[src/rtl/cache_port_arbiter.sv]
// Two-port round-robin arbiter that serialises read/write requests onto one cache port.
// Optional WAIT-state timeout abort is enabled by defining ARB_TIMEOUT_EN.
module cache_port_arbiter #(
    parameter int ADDR_W         = 8,
    parameter int DATA_W         = 8,
    parameter int TIMEOUT_CYCLES = 16
) (
    input  logic                clk_i,
    input  logic                rst_ni,
    input  logic [1:0]          req_i,
    input  logic [1:0]          req_we_i,
    input  logic [2*ADDR_W-1:0] req_addr_i,
    input  logic [2*DATA_W-1:0] req_wdata_i,
    output logic [1:0]          gnt_o,
    output logic [1:0]          ack_o,
    output logic [DATA_W-1:0]   rsp_rdata_o,
    output logic                rsp_hit_o,
    output logic                rsp_err_o,
    output logic                re_o,
    output logic                we_o,
    output logic [ADDR_W-1:0]   addr_o,
    output logic [DATA_W-1:0]   wdata_o,
    input  logic [DATA_W-1:0]   rdata_i,
    input  logic                hit_i,
    input  logic                done_i,
    output logic                busy_o
);

    typedef enum logic [1:0] {ST_IDLE, ST_ISSUE, ST_WAIT, ST_RESP} state_t;

    state_t              state_q, state_d;
    logic                winner_q, winner_d;
    logic                last_q, last_d;
    logic                lat_we_q, lat_we_d;
    logic [ADDR_W-1:0]   lat_addr_q, lat_addr_d;
    logic [DATA_W-1:0]   lat_wdata_q, lat_wdata_d;
    logic [DATA_W-1:0]   rsp_rdata_q, rsp_rdata_d;
    logic                rsp_hit_q, rsp_hit_d;
    logic                sel;

`ifdef ARB_TIMEOUT_EN
    localparam logic [7:0] TO_LAST = 8'(TIMEOUT_CYCLES - 1);
    logic [7:0] cnt_q, cnt_d;
    logic       rsp_err_q, rsp_err_d;
`endif

    // On a tie the port that did not win last time is served.
    assign sel = (req_i == 2'b11) ? ~last_q : req_i[1];

    always_comb begin
        state_d     = state_q;
        winner_d    = winner_q;
        last_d      = last_q;
        lat_we_d    = lat_we_q;
        lat_addr_d  = lat_addr_q;
        lat_wdata_d = lat_wdata_q;
        rsp_rdata_d = rsp_rdata_q;
        rsp_hit_d   = rsp_hit_q;
`ifdef ARB_TIMEOUT_EN
        cnt_d       = cnt_q;
        rsp_err_d   = rsp_err_q;
`endif
        case (state_q)
            ST_IDLE: begin
                if (|req_i) begin
                    winner_d    = sel;
                    lat_we_d    = req_we_i[sel];
                    lat_addr_d  = sel ? req_addr_i[2*ADDR_W-1:ADDR_W]  : req_addr_i[ADDR_W-1:0];
                    lat_wdata_d = sel ? req_wdata_i[2*DATA_W-1:DATA_W] : req_wdata_i[DATA_W-1:0];
                    state_d     = ST_ISSUE;
                end
            end
            ST_ISSUE: begin
`ifdef ARB_TIMEOUT_EN
                cnt_d   = '0;
`endif
                state_d = ST_WAIT;
            end
            ST_WAIT: begin
`ifdef ARB_TIMEOUT_EN
                cnt_d = cnt_q + 8'd1;
`endif
                if (done_i) begin
                    rsp_rdata_d = rdata_i;
                    rsp_hit_d   = hit_i;
`ifdef ARB_TIMEOUT_EN
                    rsp_err_d   = 1'b0;
`endif
                    state_d     = ST_RESP;
                end
`ifdef ARB_TIMEOUT_EN
                else if (cnt_q == TO_LAST) begin
                    rsp_rdata_d = '0;
                    rsp_hit_d   = 1'b0;
                    rsp_err_d   = 1'b1;
                    state_d     = ST_RESP;
                end
`endif
            end
            ST_RESP: begin
                last_d  = winner_q;
                state_d = ST_IDLE;
            end
            default: state_d = ST_IDLE;
        endcase
    end

    always_ff @(posedge clk_i or negedge rst_ni) begin
        if (!rst_ni) begin
            state_q     <= ST_IDLE;
            winner_q    <= 1'b0;
            last_q      <= 1'b1;
            lat_we_q    <= 1'b0;
            lat_addr_q  <= '0;
            lat_wdata_q <= '0;
            rsp_rdata_q <= '0;
            rsp_hit_q   <= 1'b0;
        end else begin
            state_q     <= state_d;
            winner_q    <= winner_d;
            last_q      <= last_d;
            lat_we_q    <= lat_we_d;
            lat_addr_q  <= lat_addr_d;
            lat_wdata_q <= lat_wdata_d;
            rsp_rdata_q <= rsp_rdata_d;
            rsp_hit_q   <= rsp_hit_d;
        end
    end

`ifdef ARB_TIMEOUT_EN
    always_ff @(posedge clk_i or negedge rst_ni) begin
        if (!rst_ni) begin
            cnt_q     <= '0;
            rsp_err_q <= 1'b0;
        end else begin
            cnt_q     <= cnt_d;
            rsp_err_q <= rsp_err_d;
        end
    end
    assign rsp_err_o = rsp_err_q;
`else
    assign rsp_err_o = 1'b0;
`endif

    // Cache address/data come straight from the latched request, so they hold through WAIT.
    assign busy_o      = (state_q != ST_IDLE);
    assign gnt_o       = busy_o ? (winner_q ? 2'b10 : 2'b01) : 2'b00;
    assign ack_o       = (state_q == ST_RESP) ? (winner_q ? 2'b10 : 2'b01) : 2'b00;
    assign re_o        = (state_q == ST_ISSUE) && !lat_we_q;
    assign we_o        = (state_q == ST_ISSUE) && lat_we_q;
    assign addr_o      = lat_addr_q;
    assign wdata_o     = lat_wdata_q;
    assign rsp_rdata_o = rsp_rdata_q;
    assign rsp_hit_o   = rsp_hit_q;

endmodule

[config.mk]
export PLATFORM = sky130hd
export DESIGN_NAME = cache_port_arbiter
export DESIGN_NICKNAME = d
export VERILOG_FILES = /design/src/rtl/cache_port_arbiter.sv
export SDC_FILE = /design/constraint.sdc
export NUM_CORES = 1
export LEC_CHECK = 0
export CAP_MARGIN = 10
export CORE_MARGIN = 2
export CORE_UTILIZATION = 30
export DETAILED_ROUTE_END_ITERATION = 8
export HOLD_SLACK_MARGIN = 0.12
export PLACE_DENSITY = 0.65
export SLEW_MARGIN = 10
export SYNTH_ARGS = -nofsm -noshare
export SYNTH_HDL_FRONTEND = slang
export SYNTH_SLANG_ARGS = --single-unit
[constraint.sdc]
create_clock -name clk_i -period 1.69 [get_ports clk_i]
set_input_delay 0.507 -clock clk_i [delete_from_list [all_inputs] [get_ports clk_i]]
set_output_delay 0.507 -clock clk_i [all_outputs]
set_load 0.05 [all_outputs]
Word-level counts from Yosys, hierarchy flattened:

Index checks and enable logic that the tools add are counted.

* register bits: 30
* memories kept: 0
* input port bits: 48
* bits in latches: 0
* output and inout bits: 33
* ROM bits: 0
* memory bits (writable): 0

* equality and inequality tests: 6
* magnitude comparators: 1
* reduce and logical (&&, ||, !) cells: 9
* shift operators: 0
* bitwise operators: 1
* multipliers: 0
* mux-type cells: 11
* divide/modulo/power cells: 0
* add/sub/neg operators: 0

Operator list (number)
* 8-bit 2-to-1 mux: 2
* 2-bit 2-to-1 mux: 5
* 2-bit one-hot mux with 4 select lines: 1
* 2-bit == test, second input constant: 3
* 2-bit AND reduction: 3
* 2-bit != test, second input constant: 2
* 1-bit 2-to-1 mux: 3
* 2-bit by 1-bit == test with 1-bit output, second input constant: 1
* 1-bit logical AND: 2
* 2-bit logical NOT: 1
* 1-bit by 2-bit < comparator with 1-bit output, second input constant: 1
* 2-bit nonzero test: 1
* 2-bit OR reduction: 1
* 1-bit logical NOT: 1
* 1-bit inverter: 1

Longest topological paths before layout:

* depth in word-level cells: 4
* depth in mapped cells: 7
* mapped depth without buffers: 5

Worst setup path before layout:

OpenSTA, ideal clock, no wires.

* kind: reg2out
* start: reg state_q[0]
* end: out gnt_o[1]
* stages on the path, launching flop included: 4
* required time: 1.183 ns
* buffers on the path: 0
* arrival time: 1.414 ns
* slack: -0.231 ns
* cell sequence: dfrtp_1 > inv_1 > ha_1 > nor2b_1

* word-level cells in the longest chain between the ends: 2

RTL lines
* start, declared: RTL line 31 `state_t state_q, state_d;`
* start signal, assigned: RTL line 119 `state_q <= state_d;`
* 2-bit nonzero test: RTL line 146 `assign busy_o = (state_q != ST_IDLE);`
* 2-bit 2-to-1 mux: RTL line 147 `assign gnt_o = busy_o ? (winner_q ? 2'b10 : 2'b01) : 2'b00;`
* end, declared: RTL line 14 `output logic [1:0] gnt_o,`

No other way between the ends.

Worst setup path after layout:

* start: reg state_q[0]
* end: out ack_o[1]

* word-level cells in the longest chain between the ends: 2

RTL lines
* 2-bit == test: RTL line 148 `assign ack_o = (state_q == ST_RESP) ? (winner_q ? 2'b10 : 2'b01) : 2'b00;`
* 2-bit 2-to-1 mux: RTL line 148
* end, declared: RTL line 15 `output logic [1:0] ack_o,`

No other way between the ends.

==> results.md <==
- The detail route stage leaves a number of antenna-violating nets equal to 0.
- The share of power burned in registers is 23.3%.
- The total overflow left after global routing is 0.
- In this run the core area contains 25 standard-cell rows.
- The deepest level of the CTS H-tree is 2.
- Setup violations remaining at the end of the flow were counted as 7.
- In this run the count of I/O pins placed on the die edge is 81.
- Combinational cells account for 67.6% of the total power.
- The total die area is 0.005349 mm^2.
- The HPWL after detailed placement is 3077 um.
- The number of antenna violations at the first check in global routing came to 0.
- The average size of a mapped cell is 10.10 um^2.
- Dividing total power by cell area gives a power density of 2263 mW/mm^2.
- In this run the worst hold path is classified as primary input to async pin.
- The flop-to-flop setup slack is 0.05 ns.
- The terminus of the critical flop-to-flop path is state_q[1]$_DFFE_PN0P_.
- The critical path in this run is classified as flop to primary output.
- The internal power summed over all cells is 3637 uW.
- Before CTS, the worst setup slack after placement is -0.1381 ns.
- The element type at the critical path start is a flop.
- Dividing the final minimum period by the clock period gives 105.0%.
- The dominant cell type by area after synthesis is dfrtp_1.
- The clock tree root buffer cell is clkbuf_8.
- For the worst-skew pair, the clock arrives at the later sink with an insertion delay of 0.28 ns.
- The net count after synthesis is 195.
- The relative area change from synthesis to final layout is 100.0%.
- In the final timing run, aggregate negative setup slack is -0.3332 ns.
- The checks that failed: negative setup slack.
- Summed over all layers, the routed wires come to 3870 um.
- The initial core utilization is 30.77%.
- The area of the core region is 0.004661 mm^2.
- The minimum period implied by the final worst setup slack is 1.774 ns.
- Summing every instance area after synthesis gives 0.001434 mm^2.
- The clock network fraction of design power is 9.1%.
- The routed layout has 1361 vias.
- The worst clock skew is 0.002036 ns.
- During synthesis, Yosys emitted a total of 0 warnings.
- The static leakage is 0.001258 uW.
- Global routing consumed, over all layers together, 16.03% of the routing resources.
- The die is 73.14 um wide.
- Setup repair after global routing could not meet its margin everywhere.
- Max-cap violations in this run came to 0.
- The number of unique standard cell types used by synthesis is 20.
- In this run the deepest clock path goes through 2 buffers.
- The number of antenna diodes in the final layout is 0.
- The count of nets after finishing is 291.
- The number of cell instances on the worst register-to-register path is 6.
- The register bit total from synthesis is 30.
- The number of buffers inserted during clock tree synthesis is 5.
- The violation count after the first detailed-routing iteration is 40.
- Sequential cells were found to cover 52.44% of the synthesized design area.
- At the end of routability-driven placement, the weighted congestion stood at 0.7150.
- The clock-pin slew of the registers on the worst-case setup and hold paths is 0.06 ns.
- From bottom edge to top edge, the die measures 73.14 um.
- Entering global routing, the biggest net connects 17 pins.
- The end-of-flow core utilization is 61.53%.
- Counting every sink on the clock net gives 30.
- The routed via count divided by cell count is 4.645.
- The run finished, with violations left.
- During placement, the flow inserted port buffers numbering 79.
- The number of pins exceeding their max-slew limit in the final report is 0.
- The worst register-to-register path begins at state_q[0]$_DFFE_PN0P_.
- Summed over all nets, the switching power comes to 2854 uW.
- The post-route DRC violation count is 0.
- After detailed routing, the average wire length per cell comes to 13.21 um.
- The worst setup path is captured at a primary output.
- The via count of the first global-routing pass came to 1400.
- Setup slack on the critical path of the routed design comes to -0.08395 ns.
- The switching part of the total power is 43.96%.
- The CTS tree is done.
- The top-area cell type share of the netlist area is 50.61%.
- IR analysis of the VDD net gives a maximum drop of 1.243 mV.
- The fraction of final layout cells with drive strength greater than 1 is 34.73%.
- The data arrival time at the worst-slack endpoint is 1.27 ns.
- The final count of hold timing violations was 0.
- The synthesized netlist cell count is 142.
- The number of optimization iterations in the first detailed-route pass is 4.
- The wire length of the first global-routing pass is 6499 um.
- The required time reported for the critical path endpoint is 1.18 ns.
- For this run, the top clock speed supported by timing is 563.7 MHz.
- Of all nets on the critical path, the largest fanout is 4.
- In the post-synthesis netlist, the biggest area contributors are dfrtp_1 (51%), a21oi_1 (12%), mux2_2 (8.6%).
[synth_stat cells, drive strengths merged]
cell type  instances
nor2              18
dfrtp             29
buf                7
a21bo              1
ha                 5
and2               2
conb               1
mux2              11
nor2b              3
a21oi             35
a21boi             1
nand2             19
dfstp              1
o21ai              2
o21a               1
nor3b              1
o32a               1
inv                4
[worst max-delay path, stage by stage, from the launching register on]
cell     delay, ns
dfrtp_2       0.45
ha_2          0.21
and2_1        0.18
buf_12        0.15
[layer usage]
metal / track usage [%] / part of all wire (%) / vias to the layer above
li1: - / - / 665
met1: 19.32 / 40 / 626
met2: 24.72 / 46 / 64
met3: 8.011 / 12 / 6
met4: 5.556 / 1.4 / 0
met5: 0 / 0 / -
[cell type report]
cell class / instances / area (um^2)
Tap cell: 54 / 67.56
Multi-Input combinational cell: 101 / 658.1
Clock buffer: 7 / 86.33
Timing Repair Buffer: 96 / 1280
Clock inverter: 1 / 5.005
Inverter: 4 / 17.52
Fill cell: 380 / 1793
Sequential cell: 30 / 753.2
[logic make-up after synthesis]
| group | count (synthesis) | share of synthesized area [%] |
|---|---|---|
| and+or+nand+nor | 43 | 12.39 |
| AOI/OAI and AO/OA | 41 | 16.41 |
| DFF | 30 | 52.44 |
| buffers and inverters | 11 | 5.497 |
| muxes | 11 | 8.639 |
| adders and majority gates | 5 | 4.363 |
| other | 1 | 0.2615 |
[placed cells by master, fill, tap and decap left out, drive strengths merged, types with 2 or more instances in the layout]
master	netlist	routed
ha	5	5
dfrtp	29	29
and2	2	2
clkdlybuf4s50	0	47
a21oi	35	35
nor2b	3	3
nor2	18	18
mux2	11	11
nand2	19	19
buf	7	49
inv	4	4
clkbuf	0	7
o21ai	2	2
[stage by stage]
step / hold slack, ns / std cells / cell area, um^2 / total power (uW)
2_1_floorplan: 0.2114 / 142 / 1444 / 3531
3_3_place_gp: 0.5534 / 281 / 2694 / 5701
3_5_place_dp: 0.5594 / 281 / 2694 / 5759
4_1_cts: 0.5688 / 292 / 2854 / 6532
5_1_grt: 0.5884 / 293 / 2868 / 6839
6_report: 0.5679 / 293 / 2868 / 6491
[registers in the layout (all words and copies together), names as in the netlist]
signal	flops
addr_o	8
last_q	1
lat_we_q	1
rsp_hit_o	1
rsp_rdata_o	8
state_q	2
wdata_o	8
winner_q	1
[worst max-delay path by stage]
stage	startpoint	to	slack (ns)
2_1_floorplan	state_q[0]$_DFFE_PN0P_	gnt_o[1]	0.01
3_3_place_gp	req_i[0]	wdata_o[7]$_DFFE_PN0P_	-0.09
3_5_place_dp	req_i[1]	state_q[1]$_DFFE_PN0P_	-0.14
4_1_cts	state_q[0]$_DFFE_PN0P_	ack_o[1]	-0.09
5_1_grt	state_q[1]$_DFFE_PN0P_	re_o	-0.12
6_report	state_q[0]$_DFFE_PN0P_	ack_o[1]	-0.08
[power groups by stage]
stage | registers, uW | clock network (uW) | logic [uW]
floorplan | 2380 | 0 | 1150
finish | 1510 | 591 | 4390
detailed placement | 1510 | 0 | 4250
global placement | 1500 | 0 | 4210
CTS | 1520 | 611 | 4400
global route | 1570 | 645 | 4630
[what timing repair did]
item | 4_1_cts | 5_1_grt
pin swaps | 2 | 1
setup endpoints to repair | 7 | 7
gates resized for setup | 13 | 2
endpoints found under the hold margin | 0 | 0
hold buffers | 0 | 0
buffers inserted | 3 | 1
No activity file was read; power rests on OpenSTA's default activity.
